### src/rtl/regfile_write_arbiter_pkg.sv
// regfile_write_arbiter_pkg: shared widths, the zero-register constant and the aux queue entry type
package regfile_write_arbiter_pkg;
  localparam int ADDR_W = 5;
  localparam int DATA_W = 32;
  localparam logic [ADDR_W-1:0] REG_ZERO = '0;
  typedef struct packed {
    logic              live;
    logic [ADDR_W-1:0] rd;
    logic [DATA_W-1:0] data;
  } q_entry_t;
endpackage

### src/rtl/regfile_wr_queue.sv
// regfile_wr_queue: in-order circular buffer of pending aux writes with per-entry live bits
//   push_i/push_rd_i/push_data_i : enqueue a live entry at the tail (ignored when full)
//   pop_i                        : retire the head entry (ignored when empty)
//   kill_i/kill_rd_i             : mark every valid entry writing kill_rd_i dead
//   q_reg1_i/q_reg2_i -> hit1_o/hit2_o : valid live entry targets the queried register
//   head_o/head_valid_o/count_o  : head entry, its validity and current occupancy
module regfile_wr_queue
  import regfile_write_arbiter_pkg::*;
#(
  parameter int DEPTH = 4
) (
  input  logic                     clk,
  input  logic                     rst_n,
  input  logic                     push_i,
  input  logic [ADDR_W-1:0]        push_rd_i,
  input  logic [DATA_W-1:0]        push_data_i,
  input  logic                     pop_i,
  input  logic                     kill_i,
  input  logic [ADDR_W-1:0]        kill_rd_i,
  input  logic [ADDR_W-1:0]        q_reg1_i,
  input  logic [ADDR_W-1:0]        q_reg2_i,
  output q_entry_t                 head_o,
  output logic                     head_valid_o,
  output logic [$clog2(DEPTH):0]   count_o,
  output logic                     hit1_o,
  output logic                     hit2_o
);
  localparam int PW = $clog2(DEPTH);
  localparam int CW = PW + 1;
  localparam logic [CW-1:0] FULL = CW'(DEPTH);
  q_entry_t [DEPTH-1:0] mem_q, mem_d;
  logic [DEPTH-1:0] vld_q, vld_d;
  logic [PW-1:0] rd_ptr_q, rd_ptr_d, wr_ptr_q, wr_ptr_d;
  logic [CW-1:0] cnt_q, cnt_d;
  logic do_push, do_pop;

  assign do_push = push_i && cnt_q != FULL;
  assign do_pop = pop_i && vld_q[rd_ptr_q];
  assign head_o = mem_q[rd_ptr_q];
  assign head_valid_o = vld_q[rd_ptr_q];
  assign count_o = cnt_q;

  // Kill is applied before the push so a same-cycle enqueue of the killed register stays live.
  always_comb begin
    mem_d = mem_q;
    vld_d = vld_q;
    for (int i = 0; i < DEPTH; i++)
      if (kill_i && vld_q[i] && mem_q[i].rd == kill_rd_i) mem_d[i].live = 1'b0;
    if (do_pop) vld_d[rd_ptr_q] = 1'b0;
    if (do_push) begin
      mem_d[wr_ptr_q] = '{live: 1'b1, rd: push_rd_i, data: push_data_i};
      vld_d[wr_ptr_q] = 1'b1;
    end
    rd_ptr_d = rd_ptr_q + PW'(do_pop);
    wr_ptr_d = wr_ptr_q + PW'(do_push);
    cnt_d = cnt_q + CW'(do_push) - CW'(do_pop);
  end

  always_comb begin
    hit1_o = 1'b0;
    hit2_o = 1'b0;
    for (int i = 0; i < DEPTH; i++) begin
      hit1_o = hit1_o | (vld_q[i] && mem_q[i].live && mem_q[i].rd == q_reg1_i && q_reg1_i != REG_ZERO);
      hit2_o = hit2_o | (vld_q[i] && mem_q[i].live && mem_q[i].rd == q_reg2_i && q_reg2_i != REG_ZERO);
    end
  end

  always_ff @(posedge clk or negedge rst_n)
    if (!rst_n) begin
      mem_q <= '0;
      vld_q <= '0;
      rd_ptr_q <= '0;
      wr_ptr_q <= '0;
      cnt_q <= '0;
    end else begin
      mem_q <= mem_d;
      vld_q <= vld_d;
      rd_ptr_q <= rd_ptr_d;
      wr_ptr_q <= wr_ptr_d;
      cnt_q <= cnt_d;
    end
endmodule

### src/rtl/regfile_write_arbiter.sv
// regfile_write_arbiter: shares the register-file write port between WB (priority) and a queued aux unit
//   wb_valid/wb_reg/wb_data        : pipeline writeback, no backpressure
//   aux_valid/aux_ready/aux_reg/aux_data : multi-cycle unit results, valid/ready
//   rf_regWrite/rf_writeReg/rf_writeData : register file write port, zero latency
//   stall_wb      : registered request for WB to hold while a starved aux head drains
//   q_reg1/q_reg2 -> q_hit1/q_hit2 : decode hazard lookup against pending aux writes
//   protocol_err  : sticky flag, WB wrote while stall_wb was asserted
module regfile_write_arbiter
  import regfile_write_arbiter_pkg::*;
#(
  parameter int DEPTH = 4,
  parameter int STARVE_LIMIT = 8
) (
  input  logic              clk,
  input  logic              rst_n,
  input  logic              wb_valid,
  input  logic [ADDR_W-1:0] wb_reg,
  input  logic [DATA_W-1:0] wb_data,
  input  logic              aux_valid,
  output logic              aux_ready,
  input  logic [ADDR_W-1:0] aux_reg,
  input  logic [DATA_W-1:0] aux_data,
  output logic              rf_regWrite,
  output logic [ADDR_W-1:0] rf_writeReg,
  output logic [DATA_W-1:0] rf_writeData,
  output logic              stall_wb,
  input  logic [ADDR_W-1:0] q_reg1,
  input  logic [ADDR_W-1:0] q_reg2,
  output logic              q_hit1,
  output logic              q_hit2,
  output logic              protocol_err
);
  localparam int CW = $clog2(DEPTH) + 1;
  localparam int WW = $clog2(STARVE_LIMIT);
  localparam logic [CW-1:0] FULL = CW'(DEPTH);
  localparam logic [WW-1:0] LIM1 = WW'(STARVE_LIMIT - 1);
  q_entry_t head;
  logic head_valid, wb_live, live_head, drain, pop, push;
  logic [CW-1:0] count;
  logic [WW-1:0] wait_q, wait_d;
  logic stall_q, stall_d, err_q, err_d;

  assign wb_live = wb_valid && wb_reg != REG_ZERO;
  assign live_head = head_valid && head.live;
  assign drain = live_head && !wb_live;
  // A dead head retires every cycle it is present; a live one only when WB leaves the port free.
  assign pop = head_valid && !(head.live && wb_live);
  assign aux_ready = rst_n && count != FULL;
  // Writes to r0 are handshaken but never stored.
  assign push = aux_valid && aux_ready && aux_reg != REG_ZERO;

  assign rf_regWrite = wb_live || live_head;
  assign rf_writeReg = wb_live ? wb_reg : live_head ? head.rd : REG_ZERO;
  assign rf_writeData = wb_live ? wb_data : live_head ? head.data : '0;
  assign stall_wb = stall_q;
  assign protocol_err = err_q;

  regfile_wr_queue #(.DEPTH(DEPTH)) u_queue (
    .clk         (clk),
    .rst_n       (rst_n),
    .push_i      (push),
    .push_rd_i   (aux_reg),
    .push_data_i (aux_data),
    .pop_i       (pop),
    .kill_i      (wb_live),
    .kill_rd_i   (wb_reg),
    .q_reg1_i    (q_reg1),
    .q_reg2_i    (q_reg2),
    .head_o      (head),
    .head_valid_o(head_valid),
    .count_o     (count),
    .hit1_o      (q_hit1),
    .hit2_o      (q_hit2)
  );

  // The wait counter saturates so a WB that ignores the stall keeps it asserted.
  // Stall also drops once no live head remains, so a killed head cannot leave WB stuck.
  always_comb begin
    wait_d = (live_head && !drain) ? (wait_q == LIM1 ? wait_q : wait_q + 1'b1) : '0;
    stall_d = (drain || !live_head) ? 1'b0 : (wait_q == LIM1) ? 1'b1 : stall_q;
    err_d = err_q || (wb_valid && stall_q);
  end

  always_ff @(posedge clk or negedge rst_n)
    if (!rst_n) begin
      wait_q <= '0;
      stall_q <= 1'b0;
      err_q <= 1'b0;
    end else begin
      wait_q <= wait_d;
      stall_q <= stall_d;
      err_q <= err_d;
    end
endmodule

### config.mk
export PLATFORM = sky130hd
export DESIGN_NAME = regfile_write_arbiter
export DESIGN_NICKNAME = d
export VERILOG_FILES = /design/src/rtl/regfile_write_arbiter_pkg.sv /design/src/rtl/regfile_wr_queue.sv /design/src/rtl/regfile_write_arbiter.sv
export SDC_FILE = /design/constraint.sdc
export NUM_CORES = 1
export LEC_CHECK = 0
export CORE_UTILIZATION = 35
export CTS_BUF_LIST = sky130_fd_sc_hd__clkbuf_8
export CTS_CLUSTER_SIZE = 25
export DETAILED_ROUTE_END_ITERATION = 8
export DONT_BUFFER_PORTS = 1
export PLACE_DENSITY = 0.46
export SETUP_SLACK_MARGIN = 0.3
export SYNTH_ARGS = -nofsm -noshare
export SYNTH_HDL_FRONTEND = slang
export SYNTH_SLANG_ARGS = --single-unit
### constraint.sdc
create_clock -name clk -period 4.4 [get_ports clk]
set_clock_uncertainty 0.2 [all_clocks]
set_input_delay 0.44 -clock clk [delete_from_list [all_inputs] [get_ports clk]]
set_output_delay 0.44 -clock clk [all_outputs]
set_load 0.02 [all_outputs]
# After elaboration in Yosys (flattened, before gate mapping)
# Index checks and enable logic that the tools add are counted.
totals:
  reg_bits: 168
  out_inout_bits: 43
op_classes:
  n_addsub: 5
  n_lt_le_gt_ge: 4
  n_eq_ne: 15
  muxes: 26
  n_bitwise: 9
  reduce_logical: 54
op_table:
  columns: ["cell", "n"]
  rows:
  - ["$bwmux 152", 1]
  - ["$mux 152", 1]
  - ["$bmux 38 s2", 1]
  - ["$demux 38 s2", 1]
  - ["$mux 38", 2]
  - ["$mux 32", 2]
  - ["$eq 5x5->1", 12]
  - ["$logic_and 1x1->1", 42]
  - ["$reduce_bool 5->1", 4]
  - ["$mux 5", 2]
  - ["$mux 1", 9]
  - ["$mux 4", 2]
  - ["$lt 2x3->1 const B", 2]
  - ["$mux 3", 2]
  - ["$or 1x1->1", 6]
  - ["$add 2x1->2", 2]
  - ["$and 4x4->4", 1]
  - ["$demux 1 s2", 2]
  - ["$ge 2x1->1 const B", 2]
  - ["$logic_not 1->1", 4]
  - ["$not 4->4", 1]
  - ["$or 4x4->4", 1]
  - ["$add 3x1->3", 1]
  - ["$add 3x1->3 const B", 1]
  - ["7 further kinds", 9]

# Logic depth before layout (Yosys ltp)
logic_depth:
  ltp_word: 9
  ltp_mapped: 11
  mapped_depth_nobuf: 9

# By module
# A second synthesis with hierarchy kept.
hier_totals:
  cells_unflattened: 662
  hier_area_um2: 9022.4
by_module_without_submodules:
  columns: ["module", "instances", "cells_each", "area_each_um2"]
  rows:
  - ["regfile_wr_queue", 1, 516, 7950.1]
  - ["regfile_write_arbiter", 1, 146, 1072.3]

# Worst setup path before layout
# Ideal clock, no wire load.
synth_timing:
  path_kind: "in2reg"
  start: "in wb_reg[0]"
  end: "reg u_queue.cnt_q[2] (netlist: u_queue.count_o[2])"
  setup_ns: 0.123
  t_arrival_ns: 2.594
  slack_ns: 1.484
  cell_stages: 11
  path_buffers: 2
  cell_sequence: "clkbuf_1 -> or4_1 -> o21a_1 -> buf_2 -> nand2_1 -> nand2_1 -> xnor2_1 -> ha_1 -> fa_1 -> xor2_1 -> xnor2_1"
synth_via:
  elab_chain_len: 7
synth_rtl:
  columns: ["item", "line_no", "text"]
  rows:
  - ["from (decl)", "regfile_write_arbiter.sv:17", "input logic [ADDR_W-1:0] wb_reg,"]
  - ["$reduce_bool 5->1", "regfile_write_arbiter.sv:43", "assign wb_live = wb_valid && wb_reg != REG_ZERO;"]
  - ["$logic_and 1x1->1", "regfile_write_arbiter.sv:43", null]
  - ["$logic_and 1x1->1", "regfile_write_arbiter.sv:47", "assign pop = head_valid && !(head.live && wb_live);"]
  - ["$logic_not 1->1", "regfile_write_arbiter.sv:47", null]
  - ["$logic_and 1x1->1", "regfile_write_arbiter.sv:47", null]
  - ["$logic_and 1x1->1", "regfile_wr_queue.sv:38", "assign do_pop = pop_i && vld_q[rd_ptr_q];"]
  - ["$sub 3x1->3", "regfile_wr_queue.sv:56", "cnt_d = cnt_q + CW'(do_push) - CW'(do_pop);"]
  - ["named net u_queue.cnt_d[2]", "regfile_wr_queue.sv:34", "logic [CW-1:0] cnt_q, cnt_d;"]
  - ["to (signal assigned)", "regfile_wr_queue.sv:80", "cnt_q <= cnt_d;"]
  - ["to (decl)", "regfile_wr_queue.sv:34", null]
# The timed path passes the listed nets, and every way through them passes these cells.
# A chain may end at the register's enable or synchronous reset.

# Final worst setup path
layout_timing:
  start: "reg u_queue.rd_ptr_q[0]"
  end: "out rf_writeData[9]"
layout_via:
  elab_chain_len: 5
layout_rtl:
  columns: ["item", "line_no", "text"]
  rows:
  - ["from (decl)", "regfile_wr_queue.sv:33", "logic [PW-1:0] rd_ptr_q, rd_ptr_d, wr_ptr_q, wr_ptr_d;"]
  - ["from (signal assigned)", "regfile_wr_queue.sv:78", "rd_ptr_q <= rd_ptr_d;"]
  - ["$bmux 1 s2 or $bmux 38 s2 (tied branches)", "regfile_wr_queue.sv:40, regfile_wr_queue.sv:39", null]
  - ["$mux 1 (implied by the code) or $mux 38 (tied branches)", "regfile_wr_queue.sv:40, regfile_wr_queue.sv:39", null]
  - ["$logic_and 1x1->1", "regfile_write_arbiter.sv:44", "assign live_head = head_valid && head.live;"]
  - ["$mux 32 (*) (2 in series)", "regfile_write_arbiter.sv:54", "assign rf_writeData = wb_live ? wb_data : live_head ? head.data : '0;"]
  - ["to (decl)", "regfile_write_arbiter.sv:25", "output logic [DATA_W-1:0] rf_writeData,"]
# Every way passes the cells marked *; elsewhere a longest branch is shown, timed or not. The select of a mux whose other input is x is not followed.

==> summary.md <==
| Metric | Value |
|---|---|
| Vias post-DR | `5,043` |
| Launch point of the worst reg-to-reg path | `u_queue.rd_ptr_q[0]` |
| Pre-CTS setup slack | `1.41 ns` |
| Share of layout cells above drive strength 1 | `38.5%` |
| Highest-delay cell along the critical path | `sky130_fd_sc_hd__dfrtp_4` |
| FF-to-FF setup slack | `1.49 ns` |
| Power Dens Cells | `701 nW/µm²` |
| Cell depth of the worst flop-to-flop path | `8` |
| CP max FO | `25` |
| Count of placed standard cells in the final layout, fillers left out | `934` |
| Start-to-end type of the worst setup path | `flop to output port` |
| Number of buffers added on ports | `0` |
| DRC errors left | `0` |
| Count of final hold-check violations | `168` |
| X dimension of the die | `159 µm` |
| Mean instance size in the synthesized netlist | `14.7 µm²` |
| Critical path destination | `rf_writeData[9]` |
| Final weighted congestion in routability-driven placement | `0.864` |
| Proportion of synthesized chip area in sequential cells | `48.9%` |
| GR met3 Demand/Resource | `3.47%` |
| Kind of end point of the critical path | `output port` |
| Dominant cell type by area after synthesis | `sky130_fd_sc_hd__dfrtp_1` |
| Signal arrival time at the worst endpoint | `2.66 ns` |
| Worst Max-Slew Pin Slew | `0.898 ns` |
| Vias in the first global route | `5,689` |
| Most heavily used metal layer in global routing | `met2` |
| Buffer type at the clock tree root | `sky130_fd_sc_hd__clkbuf_8` |
| Clock Sinks | `168` |
| Cells after Synth | `585` |
| Net total in the final layout | `695` |
| Unrepaired setup endpoints after global routing | `false` |
| Routed WL | `21,100 µm` |
| Post-CTS Setup Inserts | `0` |
| Synth top area share | `48.9%` |
| Initial antenna violation count | `0` |
| Synthesis Warnings | `0` |
| Global-route wire length before repair | `33,600 µm` |
| Synth unique cells | `35` |
| Starting Density | `36.2%` |
| Antenna cells | `0` |
| Detailed-routing iteration count for the pre-antenna-repair pass | `4` |
| Max-slew headroom | `40.1%` |
| Placed cell area | `8820 µm²` |
| Post-Syn Nets | `678` |
| Relative area change from synthesis to final layout | `11.9%` |
| Final setup slack of the worst path | `1.10 ns` |
| Routed wirelength normalized by instance count | `22.5 µm` |
| Register clock-pin slew on the reported worst setup and hold paths | `0.10 ns` |
| M1 GR Usage | `22.4%` |
| Number of nets still failing antenna checks after routing | `0` |
| Final non-filler cell area | `9610 µm²` |
| Status | `finished, violations left` |
| Critical path startpoint category | `flop` |
| Die boundary height | `159 µm` |
| Floorplan row count | `56` |
| Synth area leaders | `sky130_fd_sc_hd__dfrtp_1 49%, sky130_fd_sc_hd__mux2_2 15%, sky130_fd_sc_hd__mux4_2 10%` |
| Total of fill cells in the finished design | `2,191` |
| Fin. max-slew vios | `0` |
| Achievable Freq | `303 MHz` |
| Cells along the critical path | `buf_4 -> mux4_2 -> a22o_1` |
| Area enclosed by the die boundary | `25,200 µm²` |
| M2 GR Usage | `29.7%` |
| Worst ir drop on vdd | `228 µV` |
| Crit-path max cell delay | `0.75 ns` |
| Required @ worst endpoint | `3.76 ns` |
| Detail-routed via count per cell | `5.40` |
| Min cycle time layout | `3.30 ns` |
| Endpoint of the worst-slack reg-to-reg timing path | `u_queue.count_o[2]` |
| Leak Pwr | `3.97 nW` |
| Max Buffers Root-to-Sink | `2` |
| Top-Level Pins | `131` |
| Post-detail-place hpwl | `13,000 µm` |
| Drt first-iter violations | `199` |
| Worst setup path start | `u_queue.rd_ptr_q[0]` |
| Violated checks | `hold timing` |
| GRT Total Usage | `17.5%` |
| Final global-route overflow total | `0` |
| Placeable core region | `23,800 µm²` |
| Number of hold-repair buffers added at the cts stage | `38` |
| WHS | `-0.529 ns` |
| Worst-Skew Late Latency | `0.46 ns` |
| Most frequent cells in the layout | `166 x sky130_fd_sc_hd__dfrtp_1, 116 x sky130_fd_sc_hd__mux2_2, 51 x sky130_fd_sc_hd__xor2_1` |
| Number of placed cells counting well taps | `864` |
| Period utilization | `75.0%` |
| Synth Register Bits | `168` |
| Max_cap viols | `0` |
| Final sum of negative setup slack | `0 ns` |
| Num CTS Buffers | `17` |
| Largest net degree at the start of global routing | `170` |
| Most frequent standard cell in the layout excluding fill and tap cells | `sky130_fd_sc_hd__dfrtp_1` |
| Final setup violation count | `0` |
| Number of instances resized during post-cts repair | `0` |
| Number of H-tree levels | `4` |
| TritonCTS clock tree | `done` |
| Post-Synthesis Cell Area | `8590 µm²` |
| Hold WC Path Type | `input pin to async pin` |
Yosys cell counts:
master,instances
sky130_fd_sc_hd__or2_2,1
sky130_fd_sc_hd__ha_1,4
sky130_fd_sc_hd__a21o_1,9
sky130_fd_sc_hd__nand4_1,14
sky130_fd_sc_hd__fa_1,1
sky130_fd_sc_hd__nand2_1,6
sky130_fd_sc_hd__mux2i_1,2
sky130_fd_sc_hd__or4_1,4
sky130_fd_sc_hd__inv_1,1
sky130_fd_sc_hd__nand3b_1,2
sky130_fd_sc_hd__buf_2,15
sky130_fd_sc_hd__a31oi_1,1
sky130_fd_sc_hd__a21boi_0,1
sky130_fd_sc_hd__xor2_1,51
sky130_fd_sc_hd__a22o_1,37
sky130_fd_sc_hd__nand2b_1,1
sky130_fd_sc_hd__nand3_1,2
sky130_fd_sc_hd__buf_1,1
sky130_fd_sc_hd__a41oi_1,1
sky130_fd_sc_hd__mux2_4,32
sky130_fd_sc_hd__mux4_2,39
sky130_fd_sc_hd__dfrtp_1,168
sky130_fd_sc_hd__xnor2_1,15
sky130_fd_sc_hd__a211o_1,1
sky130_fd_sc_hd__o211a_1,1
sky130_fd_sc_hd__o21a_1,3
sky130_fd_sc_hd__buf_6,8
sky130_fd_sc_hd__clkbuf_1,25
sky130_fd_sc_hd__nor2_4,1
sky130_fd_sc_hd__mux2_2,116
sky130_fd_sc_hd__nor4_1,12
sky130_fd_sc_hd__and3b_4,2
sky130_fd_sc_hd__nor2_1,6
sky130_fd_sc_hd__nor3b_2,1
sky130_fd_sc_hd__and3_4,1
kinds of logic (layout without fill, tap and decap cells):
family	after synthesis	after routing	share of synthesized area [%]
buffers and inverters	50	80	3.10
and+or+nand+nor	53	53	3.90
DFF	168	168	48.9
xor gates and xnor gates	66	66	6.73
AOI/OAI and AO/OA	54	54	5.30
muxes	189	189	31.2
adders and majority gates	5	5	0.815
layer usage:
layer | share of wire, % | wire length (µm)
met4 | 1.2 | 261
met3 | 3.4 | 721
met1 | 44 | 9340
met5 | 0 | 0
met2 | 51 | 10700
critical path: cells and delay by family, from the launching register on:
kind | cells | cell delay (ns)
flip-flops | 1 | 0.75
buffers and inverters | 1 | 0.54
AO/OA/AOI/OAI | 1 | 0.30
multiplexers | 1 | 0.61
stage by stage:
step	utilization, %	total power [mW]
floorplan	-	4.98
global route	40.5	7.19
CTS	40.5	6.85
global placement	37.1	5.52
finish	40.5	6.74
detailed placement	37.1	5.62
how the worst min path moves through the flow:
stage	slack, ns	cells after the start	from	end
after detailed placement	-0.05	0	rst_n	async pin
final	-0.53	0	rst_n	async pin
after floorplan	-0.06	0	rst_n	async pin
after global routing	-0.59	0	rst_n	async pin
after CTS	-0.58	0	rst_n	async pin
after global placement	-0.05	0	rst_n	async pin
layout make-up:
type	instances	area (µm²)	share of cell area, %
well taps	319	399	4.15
inverters	1	3.75	0.0390
multi-input cells	367	4130	43.0
repair buffers	47	460	4.79
clock buffers	17	234	2.43
flip-flops and latches	168	4210	43.8
clock inverters	15	175	1.82
where the power goes:
| part | switching (mW) | internal (mW) |
|---|---|---|
| Combinational | 1.03 | 1.57 |
| Clock | 0.667 | 0.484 |
| Sequential | 0.685 | 2.30 |
(Power assumes the default switching activity.)
